--- src/rtl/muldiv_unit_if.sv ---
`default_nettype none
// ============================================================================
//  Module      : muldiv_unit_if
//  Description : Request/result bundle between the control FSM (master) and
//                the iterative multiply/divide engine (slave).
//                MULDIV_ABORT_EN adds the abort request line.
//  Revision    : 1.0 - initial release
// ============================================================================
interface muldiv_unit_if #(
  parameter int WIDTH = 32
);
  logic             start;
  logic [1:0]       op;
  logic [WIDTH-1:0] a;
  logic [WIDTH-1:0] b;
  logic [WIDTH-1:0] hi;
  logic [WIDTH-1:0] lo;
  logic             busy;
  logic             done;
  logic             div_zero;
`ifdef MULDIV_ABORT_EN
  logic             abort;

  modport master (
    output start, op, a, b, abort,
    input  hi, lo, busy, done, div_zero
  );

  modport slave (
    input  start, op, a, b, abort,
    output hi, lo, busy, done, div_zero
  );
`else
  modport master (
    output start, op, a, b,
    input  hi, lo, busy, done, div_zero
  );

  modport slave (
    input  start, op, a, b,
    output hi, lo, busy, done, div_zero
  );
`endif
endinterface
`default_nettype wire

--- src/rtl/muldiv_unit.sv ---
`default_nettype none
// ============================================================================
//  Module      : muldiv_unit
//  Description : Iterative signed/unsigned multiply (radix-2 shift-add) and
//                divide (restoring) engine producing HI/LO, one bit per clock.
//                Optional macro MULDIV_ABORT_EN adds an abort request that
//                drops an operation in flight without committing a result.
//  Revision    : 1.0 - initial release
// ============================================================================
module muldiv_unit #(
  parameter int WIDTH = 32
) (
  input  logic         clock,
  input  logic         reset,
  muldiv_unit_if.slave bus
);

  localparam int CNT_W = $clog2(WIDTH) + 1;

  typedef enum logic [1:0] {
    S_IDLE = 2'd0,
    S_RUN  = 2'd1,
    S_FIX  = 2'd2,
    S_DONE = 2'd3
  } state_t;

  state_t             state_q, state_d;
  logic               div_q,   div_d;    // latched op class: 1 = divide
  logic [CNT_W-1:0]   cnt_q,   cnt_d;
  logic [WIDTH-1:0]   acc_q,   acc_d;    // product upper half
  logic [WIDTH-1:0]   shr_q,   shr_d;    // multiplier / dividend -> quotient
  logic [WIDTH-1:0]   opb_q,   opb_d;    // multiplicand / divisor magnitude
  logic [WIDTH:0]     rem_q,   rem_d;    // partial remainder
  logic               qsign_q, qsign_d;  // sign of product / quotient
  logic               rsign_q, rsign_d;  // sign of remainder
  logic [WIDTH-1:0]   hi_q,    hi_d;
  logic [WIDTH-1:0]   lo_q,    lo_d;
  logic               dz_q,    dz_d;

  logic               abort_w;
  logic               a_neg, b_neg;
  logic [WIDTH-1:0]   a_mag, b_mag;
  logic [WIDTH:0]     partial;
  logic [WIDTH+1:0]   shifted;
  logic [WIDTH+1:0]   trial;
  logic [2*WIDTH-1:0] prod_fix;

`ifdef MULDIV_ABORT_EN
  assign abort_w = bus.abort;
`else
  assign abort_w = 1'b0;
`endif

  // Operand magnitudes: only the signed ops (op[0] == 0) take absolute values.
  assign a_neg = ~bus.op[0] & bus.a[WIDTH-1];
  assign b_neg = ~bus.op[0] & bus.b[WIDTH-1];
  assign a_mag = a_neg ? -bus.a : bus.a;
  assign b_mag = b_neg ? -bus.b : bus.b;

  // Multiply step: add multiplicand into the upper half when the LSB is set.
  assign partial = shr_q[0] ? ({1'b0, acc_q} + {1'b0, opb_q}) : {1'b0, acc_q};

  // Divide step: shift next dividend bit in and trial-subtract the divisor.
  // Two guard bits so a borrow shows up in trial[WIDTH+1].
  assign shifted = {rem_q, shr_q[WIDTH-1]};
  assign trial   = shifted - {2'b00, opb_q};

  assign prod_fix = qsign_q ? -{acc_q, shr_q} : {acc_q, shr_q};

  // State and datapath registers; reset discards any partial result.
  always_ff @(posedge clock or posedge reset) begin
    if (reset) begin
      state_q <= S_IDLE;
      div_q   <= 1'b0;
      cnt_q   <= '0;
      acc_q   <= '0;
      shr_q   <= '0;
      opb_q   <= '0;
      rem_q   <= '0;
      qsign_q <= 1'b0;
      rsign_q <= 1'b0;
      hi_q    <= '0;
      lo_q    <= '0;
      dz_q    <= 1'b0;
    end else begin
      state_q <= state_d;
      div_q   <= div_d;
      cnt_q   <= cnt_d;
      acc_q   <= acc_d;
      shr_q   <= shr_d;
      opb_q   <= opb_d;
      rem_q   <= rem_d;
      qsign_q <= qsign_d;
      rsign_q <= rsign_d;
      hi_q    <= hi_d;
      lo_q    <= lo_d;
      dz_q    <= dz_d;
    end
  end

  // Next-state and datapath update for IDLE -> RUN -> FIX -> DONE.
  always_comb begin
    state_d = state_q;
    div_d   = div_q;
    cnt_d   = cnt_q;
    acc_d   = acc_q;
    shr_d   = shr_q;
    opb_d   = opb_q;
    rem_d   = rem_q;
    qsign_d = qsign_q;
    rsign_d = rsign_q;
    hi_d    = hi_q;
    lo_d    = lo_q;
    dz_d    = dz_q;

    case (state_q)
      S_IDLE: begin
        if (bus.start) begin
          div_d   = bus.op[1];
          cnt_d   = CNT_W'(WIDTH);
          acc_d   = '0;
          rem_d   = '0;
          qsign_d = a_neg ^ b_neg;
          rsign_d = a_neg;
          if (bus.op[1]) begin
            shr_d = a_mag;
            opb_d = b_mag;
          end else begin
            shr_d = b_mag;
            opb_d = a_mag;
          end
          // Divide by zero skips the iterations and leaves hi/lo untouched.
          if (bus.op[1] && (bus.b == '0)) begin
            dz_d    = 1'b1;
            state_d = S_DONE;
          end else begin
            dz_d    = 1'b0;
            state_d = S_RUN;
          end
        end
      end

      S_RUN: begin
        if (abort_w) begin
          state_d = S_IDLE;
        end else begin
          cnt_d = cnt_q - CNT_W'(1);
          if (div_q) begin
            rem_d = trial[WIDTH+1] ? shifted[WIDTH:0] : trial[WIDTH:0];
            shr_d = {shr_q[WIDTH-2:0], ~trial[WIDTH+1]};
          end else begin
            {acc_d, shr_d} = {partial, shr_q[WIDTH-1:1]};
          end
          if (cnt_q == CNT_W'(1)) begin
            state_d = S_FIX;
          end
        end
      end

      S_FIX: begin
        if (abort_w) begin
          state_d = S_IDLE;
        end else begin
          if (div_q) begin
            lo_d = qsign_q ? -shr_q : shr_q;
            hi_d = rsign_q ? -rem_q[WIDTH-1:0] : rem_q[WIDTH-1:0];
          end else begin
            hi_d = prod_fix[2*WIDTH-1:WIDTH];
            lo_d = prod_fix[WIDTH-1:0];
          end
          state_d = S_DONE;
        end
      end

      S_DONE: begin
        state_d = S_IDLE;
      end

      default: begin
        state_d = S_IDLE;
      end
    endcase
  end

  assign bus.hi       = hi_q;
  assign bus.lo       = lo_q;
  assign bus.busy     = (state_q == S_RUN) || (state_q == S_FIX);
  assign bus.done     = (state_q == S_DONE);
  assign bus.div_zero = (state_q == S_DONE) && dz_q;

endmodule
`default_nettype wire

--- src/flat_wrapper.sv ---
// flat-port wrapper written by rule: the top's interface ports become plain ports
module muldiv_unit_flat 
#(
  parameter int WIDTH = 32
)
  (clock, reset, bus_start, bus_op, bus_a, bus_b, bus_hi, bus_lo, bus_busy, bus_done, bus_div_zero);
  muldiv_unit_if #(.WIDTH(WIDTH)) bus_i ();
  input  logic clock;
  input  logic reset;
  input wire logic [$bits(bus_i.start)-1:0] bus_start;
  input wire logic [$bits(bus_i.op)-1:0] bus_op;
  input wire logic [$bits(bus_i.a)-1:0] bus_a;
  input wire logic [$bits(bus_i.b)-1:0] bus_b;
  output wire logic [$bits(bus_i.hi)-1:0] bus_hi;
  output wire logic [$bits(bus_i.lo)-1:0] bus_lo;
  output wire logic [$bits(bus_i.busy)-1:0] bus_busy;
  output wire logic [$bits(bus_i.done)-1:0] bus_done;
  output wire logic [$bits(bus_i.div_zero)-1:0] bus_div_zero;
  assign bus_i.start = bus_start;
  assign bus_i.op = bus_op;
  assign bus_i.a = bus_a;
  assign bus_i.b = bus_b;
  assign bus_hi = bus_i.hi;
  assign bus_lo = bus_i.lo;
  assign bus_busy = bus_i.busy;
  assign bus_done = bus_i.done;
  assign bus_div_zero = bus_i.div_zero;
  muldiv_unit #(.WIDTH(WIDTH)) u_core (.clock(clock), .reset(reset), .bus(bus_i));
endmodule
--- config.mk ---
export PLATFORM = sky130hd
export DESIGN_NAME = muldiv_unit_flat
export DESIGN_NICKNAME = d
export VERILOG_FILES = /design/src/rtl/muldiv_unit_if.sv /design/src/rtl/muldiv_unit.sv /design/src/flat_wrapper.sv
export SDC_FILE = /design/constraint.sdc
export NUM_CORES = 1
export LEC_CHECK = 0
export CAP_MARGIN = 10
export CORE_MARGIN = 4
export CORE_UTILIZATION = 50
export CTS_BUF_LIST = sky130_fd_sc_hd__clkbuf_16
export CTS_CLUSTER_SIZE = 14
export DETAILED_ROUTE_END_ITERATION = 12
export PLACE_DENSITY = 0.73
export SLEW_MARGIN = 0
export SYNTH_ARGS = -nofsm -noshare
export SYNTH_HDL_FRONTEND = slang
export SYNTH_SLANG_ARGS = --single-unit
--- constraint.sdc ---
create_clock -name clock -period 6.3 [get_ports clock]
set_clock_uncertainty 0.05 [all_clocks]
set_input_delay 0.63 -clock clock [delete_from_list [all_inputs] [get_ports clock]]
set_output_delay 0.63 -clock clock [all_outputs]
set_load 0.1 [all_outputs]
# ---- Word level (Yosys, flattened, before mapping)
# Cells that the tools add are included.
dict set report totals {
  ff_bits 205
  latchBits 0
  ram_bits 0
  rom_bits 0
  inputBits 69
  out_inout_bits 67
  wordCells 71
  n_memories 0
}
dict set report classes {
  add_sub_neg 8
  mul 0
  n_div 0
  magnitude_cmp 0
  eq_ne 8
  shift 0
  n_mux 27
  bitwise_logic 5
  reduce_logical 11
}
# operator count
set ops {}
lappend ops {{32-bit two-way mux} 12}
lappend ops {{33-bit two-way mux} 4}
lappend ops {{32-bit negator} 4}
lappend ops {{32-bit case mux with 2 select lines} 2}
lappend ops {{33-bit case mux with 2 select lines} 1}
lappend ops {{64-bit two-way mux} 1}
lappend ops {{64-bit negator} 1}
lappend ops {{34-bit by 32-bit subtractor with 34-bit output} 1}
lappend ops {{32-bit by 32-bit adder with 33-bit output} 1}
lappend ops {{32-bit zero test} 1}
lappend ops {{6-bit case mux with 2 select lines} 1}
lappend ops {{2-bit case mux with 4 select lines} 1}
lappend ops {{6-bit by 1-bit equality test with 1-bit output, second input constant} 1}
lappend ops {{2-bit two-way mux} 3}
lappend ops {{6-bit two-way mux} 1}
lappend ops {{2-bit AND reduction} 3}
lappend ops {{3-bit AND reduction} 2}
lappend ops {{6-bit by 1-bit subtractor with 6-bit output, second input constant} 1}
lappend ops {{2-bit equality test, second input constant} 2}
lappend ops {{2-bit by 1-bit != test with 1-bit output, second input constant} 2}
lappend ops {{2-bit != test, second input constant} 2}
lappend ops {{1-bit bitwise AND} 2}
lappend ops {{2-bit by 1-bit equality test with 1-bit output, second input constant} 1}
lappend ops {{1-bit logical AND} 2}
lappend ops {{other kinds (6)} 7}

# ---- Longest topological paths before layout
dict set report depth {
  depth_word 6
  mapped_depth 13
}

# ---- Worst setup path before layout
# Ideal clock, no wire load.
dict set report synth_path {
  path_kind {register to register}
  from {register u_core.shr_q[31]}
  to {register u_core.rem_q[32]}
  t_arrival_ns 2.900
  required_time_ns 6.119
  setup_slack_ns 3.219
  stages_incl_launch_ff 14
  period_less_slack_ns 3.081
  cell_sequence {dfrtp_1 -> inv_1 -> ha_1 -> inv_1 -> fa_1 -> a211oi_1 -> o21a_1 -> a2111o_1 -> a21o_1 -> a211o_1 -> a21oi_1 -> a211oi_1 -> nor4b_1 -> or3_1}
}
dict set report synth_between {
  elab_chain_len 4
}
# item line
set synth_lines {}
lappend synth_lines {{start, declared} muldiv_unit.sv:31} ;# logic [WIDTH-1:0] shr_q, shr_d;
lappend synth_lines {{start signal, assigned} muldiv_unit.sv:90} ;# shr_q <= shr_d;
lappend synth_lines {{34-bit by 32-bit subtractor with 34-bit output} muldiv_unit.sv:66} ;# assign trial = shifted - {2'b00, opb_q};
lappend synth_lines {{33-bit two-way mux} muldiv_unit.sv:149} ;# rem_d = trial[WIDTH+1] ? shifted[WIDTH:0] : trial[WIDTH:0];
lappend synth_lines {{33-bit two-way mux} muldiv_unit.sv:148} ;# if (div_q) begin
lappend synth_lines {{33-bit case mux with 2 select lines} muldiv_unit.sv:116} ;# case (state_q)
lappend synth_lines {{end signal, assigned} muldiv_unit.sv:92} ;# rem_q <= rem_d;
lappend synth_lines {{end, declared} muldiv_unit.sv:33} ;# logic [WIDTH:0] rem_q, rem_d;
# Every way passes these cells. The select of a mux whose other input is x is not followed.
# A chain may end at the register's enable or synchronous reset.

# ---- Worst setup path in the final report
dict set report layout_path {
  from {register u_core.acc_q[0]}
  to {register u_core.acc_q[29]}
}
dict set report layout_between {
  elab_chain_len 4
}
# item line
set layout_lines {}
lappend layout_lines {{start, declared} muldiv_unit.sv:30} ;# logic [WIDTH-1:0] acc_q, acc_d;
lappend layout_lines {{start signal, assigned} muldiv_unit.sv:76} ;# acc_q <= '0;
lappend layout_lines {{start signal, assigned} muldiv_unit.sv:89} ;# acc_q <= acc_d;
lappend layout_lines {{32-bit by 32-bit adder with 33-bit output} muldiv_unit.sv:61} ;# assign partial = shr_q[0] ? ({1'b0, acc_q} + {1'b0, opb_q}) : {1'b0, acc_q};
lappend layout_lines {{33-bit two-way mux} muldiv_unit.sv:61}
lappend layout_lines {{32-bit two-way mux} muldiv_unit.sv:148}
lappend layout_lines {{32-bit case mux with 2 select lines} muldiv_unit.sv:116}
# Every way passes these cells. The select of a mux whose other input is x is not followed.

==> results.json <==
{
  "hp-start": "u_core.dz_q",
  "cpMaxStageDelayCell": "a2111oi_0",
  "period_share_pct": 72.3,
  "hold_path_end": "u_core.dz_q",
  "fin_setup_tns_ps": 0,
  "fp.dieH_um": 188,
  "status": "finished clean",
  "crit_top_cell": "o21ai_0",
  "synth_cell_types": 79,
  "tritoncts": "yes",
  "place_area_um2": 17800,
  "power_density_nw_per_um2": 168,
  "cap_violations": 0,
  "grt_usage_pct": 27.3,
  "die_w_um": 188,
  "worst-setup-path-type": "flip-flop to flip-flop",
  "critPathMaxFanout": 8,
  "ys_seq_area_share_pct": 31.6,
  "synthCells": 2015,
  "cts_buffer_depth": 3,
  "grtUsageMet3_pct": 5.06,
  "vias_per_cell": 6.09,
  "dp.cells": 2483,
  "coreArea_um2": 31800,
  "areaGrowthSynthToFinish_pct": 14.7,
  "layout_commonest_cell": "nand2_1",
  "initial_core_util_pct": 51.1,
  "first_global_vias": 14509,
  "rrSetupSlack_ps": 1740,
  "gr-usage-met2_pct": 43.4,
  "finalHoldViolations": 0,
  "rr_startpoint": "u_core.acc_q[0]",
  "clk_latency_ps": 530,
  "antenna_found_initial": 1,
  "ctsRootBufferMaster": "clkbuf_16",
  "syn_area_um2": 16200,
  "clkTransAtPathRegs_ps": 60,
  "fin_area_um2": 18600,
  "grt_max_degree": 133,
  "yosys_warnings": 0,
  "post_cts_buffers": 0,
  "synth-seq-cells": 205,
  "vias": 15388,
  "cts_made_buffers": 24,
  "grt.busiest_layer": "met2",
  "finalNonFillerCells": 2528,
  "hold_slack_ps": 451,
  "die_area_um2": 35400,
  "synthArstFlopShare_pct": 100,
  "power.leakage_uw": 0.00819,
  "final_util_pct": 58.6,
  "dp_hpwl_um": 37500,
  "slew_headroom_pct": 21.4,
  "synth_area_per_cell_um2": 8.06,
  "cpPeakStageDelay_ps": 850,
  "grt_pass1_wl_um": 79100,
  "drive_gt1_share_pct": 4.83,
  "synth_flop_cell": "dfrtp_1",
  "worstPathArrival_ps": 4890,
  "syn_nets": 2161,
  "grt.met1_usage_pct": 38.1,
  "dr.pass1.iters": 5,
  "worst_slew_pin_slew_ps": 1180,
  "postCtsHoldBufs": 0,
  "reg2reg_depth": 12,
  "r2r_end": "u_core.acc_q[29]",
  "route.detailed.drc": 0,
  "ir_drop_mv": 0.165,
  "hold_path_class": "flip-flop to flip-flop",
  "io_pins": 136,
  "cts_sinks": 205,
  "cts_resized": 0,
  "crit_chain": "ha_1, inv_1, fa_1, nor2b_1, o21ai_0, a21boi_0, o21ai_0, a2111oi_0, o21ai_0, o21ai_0, o311a_1, o31ai_1",
  "setup_viol": 0,
  "drtIter0Drc": 1528,
  "wirelength_um": 50300,
  "grt_setup_unrepaired": "no",
  "gr-total-overflow": 0,
  "mostFrequentLayoutCells": "nand2_1 (219), a21oi_1 (208), dfrtp_1 (203), nor2_1 (181), o21ai_0 (176)",
  "htree_num_levels": 1,
  "final_nets": 2220,
  "port_buffers": 135,
  "start_kind": "flip-flop",
  "gp_congestion": 0.973,
  "period_needed_ps": 4560,
  "synth_edf_count": 0,
  "avgRoutedWirePerCell_um": 19.9,
  "hold_depth": 2,
  "fmax_mhz": 219,
  "antenna_left": 0,
  "maxSlewViolCount": 0,
  "cp-end-kind": "flip-flop",
  "core.rowCount": 65,
  "cp.required_ps": 6630
}
sequential cells by signal (all words and copies together) (netlist names), 2 cells and up:
| name | count |
|---|---|
| u_core.cnt_q | 6 |
| u_core.state_q | 2 |
| u_core.opb_q | 32 |
| u_core.shr_q | 32 |
| u_core.rem_q | 33 |
| u_core.bus.lo | 32 |
| u_core.bus.hi | 32 |
| u_core.acc_q | 32 |
metal layers:
| metal | vias to the layer above | part of all wire [%] | wire length, um |
|---|---|---|---|
| li1 | 7346 | - | - |
| met1 | 7325 | 43 | 21900 |
| met2 | 602 | 45 | 22700 |
| met3 | 115 | 8.2 | 4110 |
| met4 | 0 | 3.3 | 1650 |
| met5 | - | 0 | 0 |
metrics by stage:
step           setup slack [ps]  total power, uW
6_report                   1740             3130
5_1_grt                    1600             3240
4_1_cts                    1970             3140
3_5_place_dp               2180             1740
3_3_place_gp               2320             1740
2_1_floorplan              24.2             1590
worst max path at each step:
stage / start / end / slack (ps) / cells past startpoint
4_1_cts: u_core.acc_q[0] / u_core.acc_q[29] / 1970 / 12
6_report: u_core.acc_q[0] / u_core.acc_q[29] / 1740 / 12
3_3_place_gp: u_core.opb_q[1] / u_core.rem_q[19] / 2320 / 12
5_1_grt: u_core.acc_q[0] / u_core.acc_q[29] / 1600 / 12
3_5_place_dp: u_core.opb_q[1] / u_core.rem_q[19] / 2180 / 12
2_1_floorplan: reset / u_core.acc_q[0] / 20 / 1
cell usage after synthesis (5+ instances only):
library cell  instances  share of area [%]
nand2_1             220                5.1
a21oi_1             208                6.4
dfrtp_1             205                 32
nor2_1              181                4.2
o21ai_0             176                5.4
xor2_1              105                5.7
clkbuf_1             98                2.3
xnor2_1              94                5.1
inv_1                82                1.9
ha_1                 75                5.8
mux2i_1              58                3.6
nor3_1               40                1.2
nand3_1              31               0.96
o31ai_1              30                1.4
a21o_1               29                1.3
o211ai_1             29                1.3
a211oi_1             23                1.1
mux2_2               22                1.5
or3_1                22               0.85
o41ai_1              19                1.0
nor2b_1              18               0.69
nand2b_1             17               0.65
or4_1                17               0.79
o21ai_1              16               0.49
nor4_1               14               0.54
and3_1               11               0.42
nand4_1              11               0.42
o21a_1               11               0.51
o21bai_1             11               0.51
a22oi_1              10               0.46
a31oi_1              10               0.39
buf_2                10               0.31
o311ai_0             10               0.54
a32oi_1               9               0.49
buf_1                 7               0.16
a221oi_1              5               0.27
or4_4                 5               0.35
final cells by class:
class / count / area [um^2]
fillers: 2895 / 13200
multi-input cells: 1610 / 10400
flip-flops and latches: 205 / 5130
repair buffers: 149 / 1470
clock buffers: 25 / 626
well taps: 435 / 544
inverters: 84 / 323
clock inverters: 19 / 160
diodes: 1 / 2.50
critical path: cells and delay by family (launching register included):
family	cells	cell delay [ps]
AO/OA/AOI/OAI	8	3050
adder cells (fa/ha/maj)	2	610
flip-flops	1	500
AND/OR/NAND/NOR	1	150
buffers and inverters	1	60
power breakdown:
| part | internal (uW) | leakage [uW] | switching, uW | total [uW] |
|---|---|---|---|---|
| registers | 1330 | 0.00283 | 56.4 | 1390 |
| clock network | 836 | 0.000405 | 563 | 1400 |
| logic | 133 | 0.00496 | 210 | 343 |
| total | 2300 | 0.00819 | 829 | 3130 |
kinds of logic after synthesis:
| family | after synthesis | share of synthesized area [%] |
|---|---|---|
| XOR/XNOR | 199 | 10.7 |
| buffers and inverters | 200 | 4.75 |
| AND/OR/NAND/NOR | 615 | 17.7 |
| adder cells (fa/ha/maj) | 77 | 6.02 |
| AO/OA/AOI/OAI | 639 | 24.1 |
| multiplexers | 80 | 5.10 |
| flip-flops | 205 | 31.6 |
(Power assumes the default switching activity.)
